### config.mk
export PLATFORM = sky130hd
export DESIGN_NAME = wbf_rd_buf_flat
export DESIGN_NICKNAME = d
export VERILOG_FILES = /design/src/rtl/wbf_pkg.sv /design/src/rtl/wbf_rd_buf_if.sv /design/src/rtl/wbf_sram.sv /design/src/rtl/wbf_rd_buf.sv /design/src/flat_wrapper.sv
export SDC_FILE = /design/constraint.sdc
export NUM_CORES = 2
export LEC_CHECK = 0
export CORE_MARGIN = 5
export CORE_UTILIZATION = 57
export CTS_CLUSTER_SIZE = 10
export DETAILED_ROUTE_END_ITERATION = 6
export PLACE_DENSITY = 0.73
export SLEW_MARGIN = 20
export SYNTH_ARGS = -nofsm -noshare
export SYNTH_HDL_FRONTEND = slang
export SYNTH_SLANG_ARGS = --single-unit
### constraint.sdc
create_clock -name clk -period 3.7 [get_ports clk]
set_input_delay 0.74 -clock clk [delete_from_list [all_inputs] [get_ports clk]]
set_output_delay 0.74 -clock clk [all_outputs]
set_load 0.01 [all_outputs]
### src/rtl/wbf_pkg.sv
// Weight buffer shared constants, FSM state type and config clamp helper.
package wbf_pkg;

   localparam int unsigned DATA_WIDTH     = 8;
   localparam int unsigned WEI_ADDR_WIDTH = 8;
   localparam int unsigned DEPTH          = 2 ** WEI_ADDR_WIDTH;
   localparam int unsigned NUM_W          = WEI_ADDR_WIDTH + 1;
   localparam int unsigned OFIFO_DEPTH    = 2;
   localparam int unsigned OFIFO_CNT_W    = 2;
   localparam int unsigned CREDIT_W       = 3;
   localparam int unsigned WBF_STATE_W    = 2;

   typedef enum logic [WBF_STATE_W-1:0] {
      IDLE = 2'd0,
      FILL = 2'd1,
      WORK = 2'd2
   } wbf_state_e;

   // Requests beyond the physical depth fill the whole array.
   function automatic logic [NUM_W-1:0] clamp_num(input logic [NUM_W-1:0] num);
      return (num > NUM_W'(DEPTH)) ? NUM_W'(DEPTH) : num;
   endfunction

endpackage

### src/rtl/wbf_rd_buf_if.sv
// Config, GLB fill and WCA read handshakes of the weight buffer.
interface wbf_rd_buf_if
   import wbf_pkg::*;
();

   logic                      TOPWBF_CfgVld;
   logic [NUM_W-1:0]          TOPWBF_CfgNum;
   logic                      WBFTOP_CfgRdy;
   logic                      GLBWBF_DatVld;
   logic [DATA_WIDTH-1:0]     GLBWBF_Dat;
   logic                      WBFGLB_DatRdy;
   logic                      WCAWBF_AdrVld;
   logic [WEI_ADDR_WIDTH-1:0] WCAWBF_Adr;
   logic                      WBFWCA_AdrRdy;
   logic                      WBFWCA_DatVld;
   logic [DATA_WIDTH-1:0]     WBFWCA_Dat;
   logic                      WCAWBF_DatRdy;

   modport slave (
      input  TOPWBF_CfgVld, TOPWBF_CfgNum, GLBWBF_DatVld, GLBWBF_Dat,
             WCAWBF_AdrVld, WCAWBF_Adr, WCAWBF_DatRdy,
      output WBFTOP_CfgRdy, WBFGLB_DatRdy, WBFWCA_AdrRdy, WBFWCA_DatVld, WBFWCA_Dat
   );

   modport master (
      output TOPWBF_CfgVld, TOPWBF_CfgNum, GLBWBF_DatVld, GLBWBF_Dat,
             WCAWBF_AdrVld, WCAWBF_Adr, WCAWBF_DatRdy,
      input  WBFTOP_CfgRdy, WBFGLB_DatRdy, WBFWCA_AdrRdy, WBFWCA_DatVld, WBFWCA_Dat
   );

endinterface

### src/rtl/wbf_sram.sv
// Behavioural 1RW weight SRAM with one-cycle registered read; replaced by the foundry macro.
module wbf_sram
   import wbf_pkg::*;
(
   input  logic                      clk,
   input  logic                      en,
   input  logic                      we,
   input  logic [WEI_ADDR_WIDTH-1:0] addr,
   input  logic [DATA_WIDTH-1:0]     wdata,
   output logic [DATA_WIDTH-1:0]     rdata
);

   logic [DATA_WIDTH-1:0] r_mem [DEPTH];
   logic [DATA_WIDTH-1:0] r_rdata;

   always_ff @(posedge clk) begin
      if (en) begin
         if (we) r_mem[addr] <= wdata;
         else    r_rdata     <= r_mem[addr];
      end
   end

   assign rdata = r_rdata;

endmodule

### src/rtl/wbf_rd_buf.sv
// Weight buffer: fills SRAM from the GLB, then serves in-order WCA reads through a 2-entry skid FIFO.
module wbf_rd_buf
   import wbf_pkg::*;
(
   input  logic         clk,
   input  logic         rst_n,
   wbf_rd_buf_if.slave  bus
);

   wbf_state_e                r_state;
   wbf_state_e                w_state_nxt;
   logic                      r_live;
   logic [NUM_W-1:0]          r_num;
   logic [WEI_ADDR_WIDTH-1:0] r_wr_ptr;
   logic                      r_inflight;
   logic [WEI_ADDR_WIDTH-1:0] r_rd_adr;
   logic [DATA_WIDTH-1:0]     r_fifo [OFIFO_DEPTH];
   logic                      r_wp;
   logic                      r_rp;
   logic [OFIFO_CNT_W-1:0]    r_cnt;

   logic                      w_cfg_rdy;
   logic                      w_dat_rdy;
   logic                      w_adr_rdy;
   logic                      w_dat_vld;
   logic                      w_cfg_hs;
   logic                      w_fill_hs;
   logic                      w_adr_hs;
   logic                      w_pop;
   logic [CREDIT_W-1:0]       w_credit;
   logic [NUM_W-1:0]          w_num_new;
   logic                      w_sram_en;
   logic [WEI_ADDR_WIDTH-1:0] w_sram_addr;
   logic [DATA_WIDTH-1:0]     w_rdata;
   logic [DATA_WIDTH-1:0]     w_push_dat;

   assign w_dat_vld = (r_cnt != '0);
   assign w_pop     = w_dat_vld & bus.WCAWBF_DatRdy;
   assign w_num_new = clamp_num(bus.TOPWBF_CfgNum);
   // Occupied slots (FIFO + read in flight) net of this cycle's pop; at most 2 may be owed.
   assign w_credit  = CREDIT_W'(r_cnt) + CREDIT_W'(r_inflight) - CREDIT_W'(w_pop);

   always_ff @(posedge clk or negedge rst_n) begin
      if (!rst_n) r_state <= IDLE;
      else        r_state <= w_state_nxt;
   end

   // Next-state and handshake readies; r_live keeps CfgRdy low while reset is held.
   always_comb begin
      w_state_nxt = r_state;
      w_cfg_rdy   = 1'b0;
      w_dat_rdy   = 1'b0;
      w_adr_rdy   = 1'b0;
      case (r_state)
         IDLE: begin
            w_cfg_rdy = r_live;
            if (bus.TOPWBF_CfgVld && r_live)
               w_state_nxt = (w_num_new == '0) ? WORK : FILL;
         end
         FILL: begin
            w_dat_rdy = 1'b1;
            if (bus.GLBWBF_DatVld && ({1'b0, r_wr_ptr} == r_num - NUM_W'(1)))
               w_state_nxt = WORK;
         end
         WORK: begin
            w_adr_rdy = (w_credit < CREDIT_W'(2));
            w_cfg_rdy = !r_inflight && (r_cnt == '0);
            if (bus.TOPWBF_CfgVld && w_cfg_rdy)
               w_state_nxt = (w_num_new == '0) ? WORK : FILL;
         end
         default: w_state_nxt = IDLE;
      endcase
      w_cfg_hs  = bus.TOPWBF_CfgVld & w_cfg_rdy;
      w_fill_hs = bus.GLBWBF_DatVld & w_dat_rdy;
      w_adr_hs  = bus.WCAWBF_AdrVld & w_adr_rdy;
   end

   always_ff @(posedge clk or negedge rst_n) begin
      if (!rst_n) begin
         r_live     <= 1'b0;
         r_num      <= '0;
         r_wr_ptr   <= '0;
         r_inflight <= 1'b0;
         r_rd_adr   <= '0;
      end else begin
         r_live     <= 1'b1;
         r_inflight <= w_adr_hs;
         if (w_adr_hs) r_rd_adr <= bus.WCAWBF_Adr;
         if (w_cfg_hs) begin
            r_num    <= w_num_new;
            r_wr_ptr <= '0;
         end else if (w_fill_hs) begin
            r_wr_ptr <= r_wr_ptr + WEI_ADDR_WIDTH'(1);
         end
      end
   end

   // Only one of FILL/WORK is active, so the single port never sees a write and read together.
   assign w_sram_en   = w_fill_hs | w_adr_hs;
   assign w_sram_addr = (r_state == FILL) ? r_wr_ptr : bus.WCAWBF_Adr;

   wbf_sram u_sram (
      .clk   (clk),
      .en    (w_sram_en),
      .we    (w_fill_hs),
      .addr  (w_sram_addr),
      .wdata (bus.GLBWBF_Dat),
      .rdata (w_rdata)
   );

   assign w_push_dat = ({1'b0, r_rd_adr} >= r_num) ? '0 : w_rdata;

   // Output FIFO: push when the registered read returns, pop on WCA handshake.
   always_ff @(posedge clk or negedge rst_n) begin
      if (!rst_n) begin
         for (int i = 0; i < int'(OFIFO_DEPTH); i++) r_fifo[i] <= '0;
         r_wp  <= 1'b0;
         r_rp  <= 1'b0;
         r_cnt <= '0;
      end else begin
         if (r_inflight) begin
            r_fifo[r_wp] <= w_push_dat;
            r_wp         <= ~r_wp;
         end
         if (w_pop) r_rp <= ~r_rp;
         r_cnt <= r_cnt + OFIFO_CNT_W'(r_inflight) - OFIFO_CNT_W'(w_pop);
      end
   end

   assign bus.WBFTOP_CfgRdy = w_cfg_rdy;
   assign bus.WBFGLB_DatRdy = w_dat_rdy;
   assign bus.WBFWCA_AdrRdy = w_adr_rdy;
   assign bus.WBFWCA_DatVld = w_dat_vld;
   assign bus.WBFWCA_Dat    = r_fifo[r_rp];

endmodule

### src/flat_wrapper.sv
// flat-port wrapper written by rule: the top's interface ports become plain ports
module wbf_rd_buf_flat import wbf_pkg::*;
  (clk, rst_n, bus_TOPWBF_CfgVld, bus_TOPWBF_CfgNum, bus_GLBWBF_DatVld, bus_GLBWBF_Dat, bus_WCAWBF_AdrVld, bus_WCAWBF_Adr, bus_WCAWBF_DatRdy, bus_WBFTOP_CfgRdy, bus_WBFGLB_DatRdy, bus_WBFWCA_AdrRdy, bus_WBFWCA_DatVld, bus_WBFWCA_Dat);
  wbf_rd_buf_if bus_i ();
  input  logic clk;
  input  logic rst_n;
  input wire logic [$bits(bus_i.TOPWBF_CfgVld)-1:0] bus_TOPWBF_CfgVld;
  input wire logic [$bits(bus_i.TOPWBF_CfgNum)-1:0] bus_TOPWBF_CfgNum;
  input wire logic [$bits(bus_i.GLBWBF_DatVld)-1:0] bus_GLBWBF_DatVld;
  input wire logic [$bits(bus_i.GLBWBF_Dat)-1:0] bus_GLBWBF_Dat;
  input wire logic [$bits(bus_i.WCAWBF_AdrVld)-1:0] bus_WCAWBF_AdrVld;
  input wire logic [$bits(bus_i.WCAWBF_Adr)-1:0] bus_WCAWBF_Adr;
  input wire logic [$bits(bus_i.WCAWBF_DatRdy)-1:0] bus_WCAWBF_DatRdy;
  output wire logic [$bits(bus_i.WBFTOP_CfgRdy)-1:0] bus_WBFTOP_CfgRdy;
  output wire logic [$bits(bus_i.WBFGLB_DatRdy)-1:0] bus_WBFGLB_DatRdy;
  output wire logic [$bits(bus_i.WBFWCA_AdrRdy)-1:0] bus_WBFWCA_AdrRdy;
  output wire logic [$bits(bus_i.WBFWCA_DatVld)-1:0] bus_WBFWCA_DatVld;
  output wire logic [$bits(bus_i.WBFWCA_Dat)-1:0] bus_WBFWCA_Dat;
  assign bus_i.TOPWBF_CfgVld = bus_TOPWBF_CfgVld;
  assign bus_i.TOPWBF_CfgNum = bus_TOPWBF_CfgNum;
  assign bus_i.GLBWBF_DatVld = bus_GLBWBF_DatVld;
  assign bus_i.GLBWBF_Dat = bus_GLBWBF_Dat;
  assign bus_i.WCAWBF_AdrVld = bus_WCAWBF_AdrVld;
  assign bus_i.WCAWBF_Adr = bus_WCAWBF_Adr;
  assign bus_i.WCAWBF_DatRdy = bus_WCAWBF_DatRdy;
  assign bus_WBFTOP_CfgRdy = bus_i.WBFTOP_CfgRdy;
  assign bus_WBFGLB_DatRdy = bus_i.WBFGLB_DatRdy;
  assign bus_WBFWCA_AdrRdy = bus_i.WBFWCA_AdrRdy;
  assign bus_WBFWCA_DatVld = bus_i.WBFWCA_DatVld;
  assign bus_WBFWCA_Dat = bus_i.WBFWCA_Dat;
  wbf_rd_buf u_core (.clk(clk), .rst_n(rst_n), .bus(bus_i));
endmodule
==> flow_summary.toml <==
[route]
vias_per_cell = 6.94
drc_errors = 2
dr.pass1.iters = 7
ant_nets = 0
drtIter0Drc = 6904
routed_wl_um = 213000
wl_per_cell_um = 30.8
vias = 47900

[sta]
setup_viol = 1
period_minus_slack_ns = 3.75
setup_ws_ns = -0.0500
maxSlewHeadroom_pct = 39.5
slew_viol_final = 0
period_share_pct = 101
hold_violations = 0
clock_skew_ns = 0.0412
worst_pin_slew_ns = 0.908
rsz0062_at_grt = "true"
fmax_ghz = 0.267
totalNegativeSetupSlack_ns = -0.0500

[critical_path]
path_buf_inv = 2
crit_type = "register to output pin"
cp_cell_sequence = "or2_4, and2_4, ha_4, inv_2, ha_2, fa_2, nor4b_4, buf_2"
arrival_ns = 3.01
cp_max_fo = 2
start_kind = "register"
cp_top_family = "adder cells"
crit_required_ns = 2.96
end_kind = "output pin"
slowest_delay_ns = 0.45
cp_slowest_cell = "fa_2"

[clocking]
clkTransAtPathRegs_ns = 0.06
htreeDepth = 4
cts_tree = "built"
numCtsBuffers = 229
cts_max_path_buffers = 3
clock_tree.root_cell = "clkbuf_16"
clock_sinks = 2105
clock_latency_ns = 0.83

[yosys]
avgSynthCellArea_um2 = 17.9
synth.ff_latch_count = 2105
seq_area_frac_synth_pct = 80.1
synth_nets = 4445
synth_cell_types = 58
async_reset_ff_share_pct = 2.33
yosys_most_used_dff = "edfxtp_1"
synth_area_mm2 = 0.0786
synth_cells = 4401
yosys_warnings = 0
yosysTopAreaCellShare_pct = 78.5
yosys-top-cells-area = "edfxtp_1, a22o_1, a221oi_1"
synth-edff-count = 2056
yosysTopAreaCell = "edfxtp_1"

[cells_and_area]
final_area_mm2 = 0.0931
n_fill_cell = 8372
layout_commonest_cell = "edfxtp_1"
final_nets = 5114
final_cell_mix = "edfxtp_1, buf_4, a22o_1"
drive_gt1_share_pct = 21.7
synthToLayoutAreaGrowth_pct = 18.5
layoutNonFillerInstCount = 6908

[power_and_ir_drop]
pwr-share-seq_pct = 39.8
switchingPower_mw = 20.7
ir_worst_vdd_uv = 626
combPwrFrac_pct = 30.9
p_int_mw = 46.2
power_density_mw_per_mm2 = 718
p_sw_share_pct = 31.0
power_leakage_nw = 30.9
clock_power_share_pct = 29.2

[run_status]
violations = "DRC, setup timing"
run_status = "complete, but fails checks"

[global_routing]
antenna_found_initial = 6
grt-ovfl-total = 0
grt_pass1_wl_um = 311000
grt_pass1_vias = 47200
grt_max_degree = 113
grt_usage_pct = 28.7

[hold_path]
hold_class = "input port to register"

[placement]
place_area_mm2 = 0.0860
hpwlAfterDp_um = 129000
portBuffers = 42
place.gp.congestion = 0.914
place_inst = 6617

[floorplan]
die_h_um = 381
dieArea_mm2 = 0.145
initial_core_util_pct = 57.3
io_pins = 43
fp.coreArea_mm2 = 0.137
die-width_um = 381
rows = 136

[flow_run]
max_cap_violations = 0
[final timing paths]
kind,start,end,slack [ns],cells past startpoint
max in group asynchronous,rst_n,u_core.r_wr_ptr[3]$_DFFE_PN0P_,2.43,3
min,bus_GLBWBF_Dat[4],u_core.u_sram.r_mem[137][4]$_DFFE_PP_,0.33,1
min in group asynchronous,rst_n,u_core.r_num[0]$_DFFE_PN0P_,0.56,2
max reg2reg,u_core.r_state[1]$_DFFE_PN0P_,u_core.u_sram.rdata[0]$_DFFE_PP_,0.04,14
min reg2reg,u_core.r_fifo[13]$_DFFE_PN0P_,u_core.r_fifo[13]$_DFFE_PN0P_,0.49,2
max,u_core.r_cnt[0]$_DFF_PN0_,bus_WBFWCA_AdrRdy,-0.05,8
[cell families after synthesis]
| kind of cell | synth area share, % |
|---|---|
| xor+xnor | 0.145 |
| other cells | 0.00477 |
| compound gates | 14.5 |
| mux | 0.153 |
| flops | 80.1 |
| buf+inv | 2.06 |
| fa+ha+maj | 0.216 |
| simple gates | 2.89 |
[sequential cells by signal, indices dropped and copies added, names as in the netlist]
name	cells
u_core.r_live	1
u_core.r_rd_adr	8
u_core.r_state	2
u_core.r_wp	1
u_core.r_wr_ptr	8
u_core.r_num	9
u_core.r_fifo	16
u_core.r_rp	1
u_core.u_sram.rdata	8
u_core.r_inflight	1
u_core.u_sram.r_mem	2048
u_core.r_cnt	2
[area by class of cell]
class	instances	area [um^2]	share of cell area, %
Timing Repair Buffer	769	6870	7.38
Clock buffer	255	5910	6.35
Clock inverter	13	216	0.232
Inverter	22	87.6	0.0940
Tap cell	1794	2240	2.41
Sequential cell	2105	63000	67.6
Multi-Input combinational cell	1943	14800	15.9
Antenna cell	7	17.5	0.0188
[routing by layer]
layer	global-route usage [%]	part of all wire [%]	vias up
li1	-	-	19900
met1	38.6	36	24200
met2	44.4	47	3248
met3	7.23	12	600
met4	14.4	5.3	0
met5	0	0	-
[power by group through the flow]
stage          Clock [mW]  Sequential, mW  Combinational (mW)
3_3_place_gp            0            27.1                18.7
6_report             19.6            26.6                20.7
3_5_place_dp            0            27.1                18.9
5_1_grt              20.7            26.6                21.5
4_1_cts              19.7            26.6                19.7
2_1_floorplan           0            27.0                10.2
[metrics by stage]
| step | worst slack, ns | util (%) | power, mW | hold WS [ns] |
|---|---|---|---|---|
| 2_1_floorplan | 0.294 | - | 37.2 | 0.444 |
| 3_3_place_gp | -1.11 | 62.6 | 45.8 | 0.463 |
| 3_5_place_dp | -1.11 | 62.6 | 46.0 | 0.475 |
| 4_1_cts | -0.172 | 67.4 | 66.0 | 0.285 |
| 5_1_grt | -0.167 | 67.8 | 68.9 | 0.311 |
| 6_report | -0.0500 | 67.8 | 66.9 | 0.329 |
[Yosys cell counts (23+ instances only)]
cell type	count
dfrtp_1	49
clkbuf_1	174
nor2_1	273
a22o_1	513
nor4_1	66
a221oi_1	512
a21oi_1	40
o22ai_1	256
o31ai_1	23
nand2_1	90
edfxtp_1	2056
buf_2	130
[what timing repair did]
action,CTS,global route
pin swaps,12,15
endpoints found under the setup margin,9,9
resized for setup,47,92
cloned,3,0
buffers inserted,5,7
hold endpoints to repair,37,0
hold buffers,1,0
Note: power is estimated with default switching activity, not from simulation.
